### src/rtl/mem_arb_pkg.sv
// Shared types and constants for the fetch/data memory port arbiter.
package mem_arb_pkg;

    typedef enum logic [1:0] {
        IDLE   = 2'd0,
        ACCESS = 2'd1,
        RESP   = 2'd2
    } state_t;

    typedef enum logic {
        OWN_IF = 1'b0,
        OWN_D  = 1'b1
    } owner_t;

    // Wide enough to count down the longest legal memory latency.
    localparam int LAT_CNT_W = $clog2(4) + 1;

endpackage

### src/rtl/mem_arb_pick.sv
// Priority select between fetch and data requests; with MEM_ARB_STARVE_GUARD_EN
// a saturated starvation counter hands priority to a waiting fetch.
module mem_arb_pick
    import mem_arb_pkg::*;
(
    input  logic   if_req_i,
    input  logic   d_req_i,
    input  logic   starve_sat_i,
    output logic   grant_valid_o,
    output owner_t grant_owner_o
);

    logic fetch_first;

`ifdef MEM_ARB_STARVE_GUARD_EN
    assign fetch_first = starve_sat_i & if_req_i;
`else
    logic unused_sat;
    assign unused_sat  = starve_sat_i;
    assign fetch_first = 1'b0;
`endif

    always_comb begin
        grant_valid_o = if_req_i | d_req_i;
        grant_owner_o = (d_req_i & ~fetch_first) ? OWN_D : OWN_IF;
    end

endmodule

### src/rtl/mem_port_arbiter.sv
// Shares one memory port between instruction fetch and load/store, one access
// in flight. Optional fetch starvation guard: MEM_ARB_STARVE_GUARD_EN.
module mem_port_arbiter
    import mem_arb_pkg::*;
#(
    parameter int ADDR_W     = 32,
    parameter int DATA_W     = 32,
    parameter int MEM_LAT    = 1,
    parameter int STARVE_MAX = 4
) (
    input  logic              clk,
    input  logic              rst,
    input  logic              if_req,
    input  logic [ADDR_W-1:0] if_addr,
    output logic              if_ready,
    output logic              if_rvalid,
    output logic [DATA_W-1:0] if_rdata,
    input  logic              d_req,
    input  logic              d_we,
    input  logic [ADDR_W-1:0] d_addr,
    input  logic [DATA_W-1:0] d_wdata,
    output logic              d_ready,
    output logic              d_rvalid,
    output logic [DATA_W-1:0] d_rdata,
    output logic [ADDR_W-1:0] mem_addr,
    output logic [DATA_W-1:0] mem_wdata,
    output logic              mem_read,
    output logic              mem_write,
    input  logic [DATA_W-1:0] mem_rdata,
    output logic              busy
);

    localparam int STARVE_W = $clog2(STARVE_MAX + 1);

    state_t               state_q;
    owner_t               owner_q;
    logic                 we_q;
    logic [LAT_CNT_W-1:0] lat_q;
    logic [ADDR_W-1:0]    mem_addr_q;
    logic [DATA_W-1:0]    mem_wdata_q;
    logic                 mem_read_q;
    logic                 mem_write_q;
    logic                 if_rvalid_q;
    logic [DATA_W-1:0]    if_rdata_q;
    logic                 d_rvalid_q;
    logic [DATA_W-1:0]    d_rdata_q;
    logic                 busy_q;

    logic   can_grant;
    logic   grant_valid;
    logic   grant_en;
    logic   grant_store;
    logic   starve_sat;
    owner_t grant_owner;

    mem_arb_pick u_pick (
        .if_req_i      (if_req),
        .d_req_i       (d_req),
        .starve_sat_i  (starve_sat),
        .grant_valid_o (grant_valid),
        .grant_owner_o (grant_owner)
    );

    // RESP arbitrates like IDLE; gating with rst keeps ready at 0 during reset.
    assign can_grant   = ~rst & (state_q != ACCESS);
    assign if_ready    = can_grant & grant_valid & (grant_owner == OWN_IF);
    assign d_ready     = can_grant & grant_valid & (grant_owner == OWN_D);
    assign grant_en    = if_ready | d_ready;
    assign grant_store = d_ready & d_we;

`ifdef MEM_ARB_STARVE_GUARD_EN
    logic [STARVE_W-1:0] starve_q;
    logic [STARVE_W-1:0] starve_d;

    always_comb begin
        // NOTE: default assignment first so the combinational block never infers a latch.
        starve_d = starve_q;
        if (d_ready & if_req)
            starve_d = starve_q + STARVE_W'(1);
        else if (grant_en)
            starve_d = '0;
    end

    always_ff @(posedge clk or posedge rst) begin
        if (rst) starve_q <= '0;
        else     starve_q <= starve_d;
    end

    assign starve_sat = (starve_q == STARVE_W'(STARVE_MAX));
`else
    logic unused_starve_cfg;
    assign unused_starve_cfg = (STARVE_W == 0);
    assign starve_sat        = 1'b0;
`endif

    // NOTE: sequential state uses non-blocking assignments so every register samples pre-edge values.
    always_ff @(posedge clk or posedge rst) begin
        if (rst) begin
            state_q     <= IDLE;
            owner_q     <= OWN_IF;
            we_q        <= 1'b0;
            lat_q       <= '0;
            mem_addr_q  <= '0;
            mem_wdata_q <= '0;
            mem_read_q  <= 1'b0;
            mem_write_q <= 1'b0;
            if_rvalid_q <= 1'b0;
            if_rdata_q  <= '0;
            d_rvalid_q  <= 1'b0;
            d_rdata_q   <= '0;
            busy_q      <= 1'b0;
        end else begin
            if_rvalid_q <= 1'b0;
            if_rdata_q  <= '0;
            d_rvalid_q  <= 1'b0;
            d_rdata_q   <= '0;
            case (state_q)
                ACCESS: begin
                    if (lat_q == '0) begin
                        mem_addr_q  <= '0;
                        mem_wdata_q <= '0;
                        mem_read_q  <= 1'b0;
                        mem_write_q <= 1'b0;
                        if (owner_q == OWN_D) begin
                            d_rvalid_q <= 1'b1;
                            d_rdata_q  <= we_q ? '0 : mem_rdata;
                        end else begin
                            if_rvalid_q <= 1'b1;
                            if_rdata_q  <= mem_rdata;
                        end
                        state_q <= RESP;
                    end else begin
                        lat_q <= lat_q - LAT_CNT_W'(1);
                    end
                end
                default: begin
                    if (grant_en) begin
                        state_q     <= ACCESS;
                        owner_q     <= grant_owner;
                        we_q        <= grant_store;
                        lat_q       <= LAT_CNT_W'(MEM_LAT - 1);
                        mem_addr_q  <= d_ready ? d_addr : if_addr;
                        mem_wdata_q <= grant_store ? d_wdata : '0;
                        mem_read_q  <= ~grant_store;
                        mem_write_q <= grant_store;
                        busy_q      <= 1'b1;
                    end else begin
                        state_q <= IDLE;
                        busy_q  <= 1'b0;
                    end
                end
            endcase
        end
    end

    assign mem_addr  = mem_addr_q;
    assign mem_wdata = mem_wdata_q;
    assign mem_read  = mem_read_q;
    assign mem_write = mem_write_q;
    assign if_rvalid = if_rvalid_q;
    assign if_rdata  = if_rdata_q;
    assign d_rvalid  = d_rvalid_q;
    assign d_rdata   = d_rdata_q;
    assign busy      = busy_q;

endmodule

### config.mk
export PLATFORM = sky130hd
export DESIGN_NAME = mem_port_arbiter
export DESIGN_NICKNAME = d
export VERILOG_FILES = /design/src/rtl/mem_arb_pkg.sv /design/src/rtl/mem_arb_pick.sv /design/src/rtl/mem_port_arbiter.sv
export SDC_FILE = /design/constraint.sdc
export NUM_CORES = 1
export LEC_CHECK = 0
export CAP_MARGIN = 20
export CORE_ASPECT_RATIO = 0.7
export CORE_MARGIN = 2
export CORE_UTILIZATION = 40
export DETAILED_ROUTE_END_ITERATION = 8
export GPL_TIMING_DRIVEN = 0
export PLACE_DENSITY_LB_ADDON = 0.2
export SYNTH_ARGS = -nofsm -noshare
export SYNTH_HDL_FRONTEND = slang
export SYNTH_HIERARCHICAL = 1
export SYNTH_SLANG_ARGS = --single-unit
### constraint.sdc
create_clock -name clk -period 4.8 [get_ports clk]
set_input_delay 0.72 -clock clk [delete_from_list [all_inputs] [get_ports clk]]
set_output_delay 0.72 -clock clk [all_outputs]
set_load 0.01 [all_outputs]
==> results.py, run 1 <==
metrics = {
    "worst_setup_path": {
        "max_stage_delay_ns": 0.51,
        "arrival_ns": 2.85,
        "worstSetupStartpointType": "input port",
        "critPathSlowestCell": "clkdlybuf4s50_1",
        "r2r_slack_ns": 3.01,
        "critPathRequiredTime_ns": 4.08,
        "crit_path_max_fanout": 10,
        "cpMostUsedCell": "clkdlybuf4s50_1",
        "path_class": "in2out",
        "path_cells": "clkdlybuf4s50_1 > or2_1 > nor2b_1 > nand2_1 > buf_2 > buf_1 > nor2_1 > clkdlybuf4s50_1",
        "cp-end-kind": "output pin",
    },
    "power_and_ir_drop": {
        "leakagePower_nw": 3.928,
        "p_total_mw": 4.521,
        "power.net_switching_mw": 1.342,
        "power.density_nw_per_um2": 519.6,
        "intPower_mw": 3.179,
        "power_frac_seq": 0.363,
        "clock_power_share": 0.289,
        "sw_frac_of_total": 0.2969,
        "ir_worst_vdd_uv": 304.8,
        "comb_power_share": 0.347,
    },
    "sta": {
        "fin_crit_sh": 0.7431,
        "fmax_ghz": 0.2803,
        "period_needed_ns": 3.567,
        "tightest_slew_ns": 0.5166,
        "final-hold-violation-count": 0,
        "setup-violations-final": 0,
        "hold_ws_ns": 0.4788,
        "fin_ws_ns": 1.233,
        "skew_ns": 0.01200,
        "slew_viol_final": 0,
        "slew_headroom": 0.6556,
        "rsz0062_at_grt": "no",
    },
    "routing": {
        "drt_wl_total_mm": 13.91,
        "num_vias": 3995,
        "routedWlPerCell_um": 16.88,
        "ant_nets": 0,
        "dr.pass1.iters": 4,
        "drt_first_iter_violations": 127,
        "viasPerCell": 4.848,
        "drc_errors": 0,
    },
    "floorplan": {
        "rows": 34,
        "die_y_um": 99.41,
        "coreArea_um2": 12550,
        "start_util": 0.4145,
        "die_w_um": 140.3,
        "fp.dieArea_um2": 13950,
        "ios": 268,
    },
    "placement": {
        "post-place-ws_ns": 1.206,
        "port_buffers": 267,
        "gp_congestion": 0.7639,
        "dp_hpwl_mm": 10.33,
    },
    "cts": {
        "cts_tree": "built",
        "cts_resized": 0,
        "clock_sinks": 140,
        "cts-hold-fix-buffers": 0,
        "clk_pin_slew_worst_paths_ns": 0.06,
        "cts_root_buffer": "clkbuf_16",
        "cts_max_level": 4,
        "clockBufferDepth": 2,
        "cts_setup_buffers": 0,
        "numCtsBuffers": 17,
        "clk_latency_ns": 0.40,
    },
    "run_status": {
        "status": "finished, final reports clean",
    },
    "layout": {
        "drive_gt1_frac": 0.08006,
        "syn_to_final_growth_pct": 67.28,
        "multi_input_comb_area_um2": 1524,
        "seq_area_um2": 3503,
        "nNetsFinal": 786,
        "utilization": 0.6933,
        "diodes": 0,
        "num-fill-cells": 880,
    },
    "global_route": {
        "grt_pass1_wl_mm": 22.29,
        "grt_max_degree": 104,
        "gr-total-overflow": 0,
        "grt_use_total": 0.2058,
        "grt_pass1_vias": 4202,
        "grt_antenna_before_repair": 0,
    },
    "min_path": {
        "hp-class": "reg2reg",
    },
    "job": {
        "max_cap_violations": 0,
    },
    "logic_synthesis": {
        "synth_fp_nets": 499,
        "syn_inst": 364,
        "yosysWarnings": 6,
        "avgSynthCellArea_um2": 14.29,
        "synthesis.area_um2": 5201,
    },
}
per-layer routing:
layer | GRT usage | vias to the layer above | share of wire
met5 | 0 | - | 0
met4 | 0.09169 | 0 | 0.024
met3 | 0.06018 | 24 | 0.074
met2 | 0.3281 | 156 | 0.48
met1 | 0.2644 | 1969 | 0.42
li1 | - | 1846 | -
placed cells by master, fill, tap and decap left out, drive strengths merged, types with 4 or more instances in the layout:
cell type	n
clkdlybuf4s50	267
mux2i	33
inv	8
buf	19
clkbuf	25
clkinv	4
o2bb2ai	33
o21ai	4
nand2	5
a22o	31
and2	65
dfrtp	140
area by class of cell:
cell class              count  share of cell area
flip-flops and latches    140              0.4026
multi-input cells         193              0.1752
plain buffers              26             0.01783
repair buffers            268              0.3103
inverters                   5            0.002732
clock inverters            13             0.01913
well taps                 162             0.02330
clock buffers              17             0.04889
stage by stage:
stage               instance area (um^2)  cells  setup TNS, ns
floorplan                           5201    364              0
global placement                    8077    793        -198.57
detailed placement                  8109    794              0
CTS                                 8701    824              0
global route                        8701    824              0
finish                              8701    824              0
power by group through the flow:
stage                     combinational [mW]  clock (mW)  sequential, mW
after floorplan                        0.578           0            1.78
after global placement                  1.55           0            1.65
after detailed placement                1.58           0            1.66
after CTS                               1.59        1.34            1.64
after global routing                    1.70        1.40            1.68
final                                   1.57        1.31            1.64
path summary, 6_finish.rpt:
check                           from            to  cells past startpoint
max in group asynchronous        rst      d_rvalid                      3
setup / recovery               d_req       d_ready                      8
hold reg to reg            mem_write     mem_write                      1
hold / removal             mem_write     mem_write                      1
min in group asynchronous        rst  mem_addr[18]                      2
setup reg to reg            lat_q[0]   if_rdata[1]                      6
state kept, by name, indices dropped and copies added (netlist names):
| name | cells |
|---|---|
| d_rvalid | 1 |
| mem_wdata | 32 |
| d_rdata | 32 |
| we_q | 1 |
| owner_q | 1 |
| lat_q | 3 |
| mem_read | 1 |
| if_rvalid | 1 |
| mem_write | 1 |
| busy | 1 |
| state_q | 2 |
| mem_addr | 32 |
| if_rdata | 32 |
critical path: cells and delay by family:
| kind | cells | cell delay (ns) |
|---|---|---|
| buffers and inverters | 4 | 1.53 |
| AND/OR/NAND/NOR | 4 | 0.60 |
No activity file was read; power rests on OpenSTA's default activity.
==> run 2: changes to the inputs <==
--- a/config.mk
+++ b/config.mk
@@ -8,7 +8,7 @@
 export CAP_MARGIN = 20
 export CORE_ASPECT_RATIO = 0.7
 export CORE_MARGIN = 2
-export CORE_UTILIZATION = 40
+export CORE_UTILIZATION = 36
 export DETAILED_ROUTE_END_ITERATION = 8
 export GPL_TIMING_DRIVEN = 0
 export PLACE_DENSITY_LB_ADDON = 0.2
==> constraint.sdc (replaced) <==
create_clock -name clk -period 3.2 [get_ports clk]
set_input_delay 0.48 -clock clk [delete_from_list [all_inputs] [get_ports clk]]
set_output_delay 0.48 -clock clk [all_outputs]
set_load 0.01 [all_outputs]
==> results.py, run 2 (synthesis results as in run 1) <==
metrics = {
    "layout": {
        "final_cell_mix": "267 x clkdlybuf4s50_1, 140 x dfrtp_1, 65 x and2_1",
        "multi_input_comb_area_um2": 1524,
        "num-fill-cells": 1140,
        "syn_to_final_growth_pct": 69.50,
        "diodes": 0,
        "fin_area_um2": 8816,
        "final_common_cell": "clkdlybuf4s50_1",
        "utilization": 0.6293,
        "seq_area_um2": 3503,
        "drive_gt1_frac": 0.08571,
        "nNetsFinal": 787,
    },
    "worst_setup_path": {
        "path_class": "in2out",
        "startpoint": "d_req",
        "max_stage_delay_ns": 0.55,
        "r2r_start": "lat_q[0]",
        "critPathBufInv": 3,
        "crit_family": "buffers and inverters",
        "worstSetupStartpointType": "input port",
        "critPathSlowestCell": "clkdlybuf4s50_1",
        "crit_path_max_fanout": 19,
        "arrival_ns": 2.43,
        "path_cells": "clkdlybuf4s50_1 > or2_1 > nor2b_1 > nand2_1 > buf_2 > nor2_1 > clkdlybuf4s50_1",
        "cp-end-kind": "output pin",
        "cpMostUsedCell": "clkdlybuf4s50_1",
        "critPathRequiredTime_ns": 2.72,
    },
    "sta": {
        "rsz0062_at_grt": "no",
        "totalNegativeSetupSlack_ns": 0,
        "final-hold-violation-count": 0,
        "tightest_slew_ns": 0.7593,
        "period_needed_ns": 2.912,
        "fmax_ghz": 0.3434,
        "skew_ns": 0.009437,
        "setup-violations-final": 0,
        "slew_headroom": 0.4927,
        "slew_viol_final": 0,
        "fin_ws_ns": 0.2879,
        "fin_crit_sh": 0.9100,
    },
    "power_and_ir_drop": {
        "comb_power_share": 0.341,
        "ir_worst_vdd_uv": 420.1,
        "leakagePower_nw": 3.959,
        "clock_power_share": 0.307,
        "power.net_switching_mw": 2.074,
        "intPower_mw": 4.888,
        "p_total_mw": 6.962,
        "power_frac_seq": 0.352,
        "power.density_nw_per_um2": 789.7,
        "sw_frac_of_total": 0.2979,
    },
    "global_route": {
        "grt_pass1_wl_mm": 22.80,
        "gr-total-overflow": 0,
        "grt_antenna_before_repair": 0,
        "grt_use_total": 0.1899,
        "grt_max_degree": 42,
        "grt_pass1_vias": 4261,
    },
    "cts": {
        "cts_root_buffer": "clkbuf_16",
        "cts_resized": 0,
        "cts_setup_buffers": 0,
        "cts_max_level": 4,
        "clk_latency_ns": 0.41,
        "clk_pin_slew_worst_paths_ns": 0.06,
        "clockBufferDepth": 2,
        "numCtsBuffers": 17,
        "cts_tree": "built",
        "clock_sinks": 140,
        "cts-hold-fix-buffers": 0,
    },
    "placement": {
        "gp_congestion": 0.7798,
        "dp_hpwl_mm": 10.76,
        "place_area_um2": 8175,
        "post-place-ws_ns": -0.001153,
        "port_buffers": 267,
    },
    "routing": {
        "drc_errors": 0,
        "drt_first_iter_violations": 121,
        "dr.pass1.iters": 4,
        "drt_wl_total_mm": 14.39,
        "viasPerCell": 4.588,
        "num_vias": 3923,
        "routedWlPerCell_um": 16.83,
        "ant_nets": 0,
    },
    "floorplan": {
        "die_w_um": 147.7,
        "start_util": 0.3713,
        "coreArea_um2": 14010,
        "rows": 36,
        "fp.dieArea_um2": 15440,
        "ios": 268,
        "die_y_um": 104.6,
    },
    "min_path": {
        "hold_start": "busy",
        "hp-class": "reg2reg",
    },
    "run_status": {
        "status": "finished, final reports clean",
    },
    "job": {
        "max_cap_violations": 0,
    },
}
-- run 2: area by class of cell --
cell class	count	share of cell area
Multi-Input combinational cell	193	0.1729
Clock buffer	18	0.04982
Sequential cell	140	0.3974
Clock inverter	14	0.02328
Buffer	25	0.01717
Tap cell	190	0.02697
Inverter	5	0.002555
Timing Repair Buffer	270	0.3100
-- run 2: stage by stage --
stage	instances	hold slack, ns
after global placement	821	0.4615
after detailed placement	824	0.4689
final	855	0.4764
after global routing	855	0.4974
after CTS	855	0.4854
after floorplan	364	0.4531
-- run 2: path summary, 6_finish.rpt --
check,to,slack [ns],cells after the start
worst max-delay path,if_ready,0.29,7
worst min-delay path,busy,0.48,2
worst max register to register,d_rdata[29],1.35,6
worst min register to register,busy,0.48,2
max in group asynchronous,mem_wdata[2],1.95,3
min in group asynchronous,mem_addr[7],0.60,2
-- run 2: worst reg2reg max path, cell delays in order, from the launching register on --
cell       delay [ns]
dfrtp_1          0.35
inv_1            0.12
ha_1             0.23
nand4bb_4        0.14
nor3b_2          0.34
clkbuf_1         0.40
and2_1           0.20
-- run 2: per-layer routing --
layer | routed length, um | global-route usage | share of wire | vias up
met2 | 6807 | 0.3100 | 0.47 | 151
li1 | - | - | - | 1849
met5 | 0 | 0 | 0 | -
met3 | 1326 | 0.07249 | 0.092 | 25
met1 | 5999 | 0.2311 | 0.42 | 1898
met4 | 252 | 0.06662 | 0.018 | 0
-- run 2: power by group through the flow --
stage	Clock [mW]	Combinational [mW]	Sequential [mW]
CTS	2.19	2.41	2.45
global route	2.26	2.56	2.51
floorplan	0	0.868	2.67
global placement	0	2.36	2.47
finish	2.14	2.37	2.45
detailed placement	0	2.41	2.47
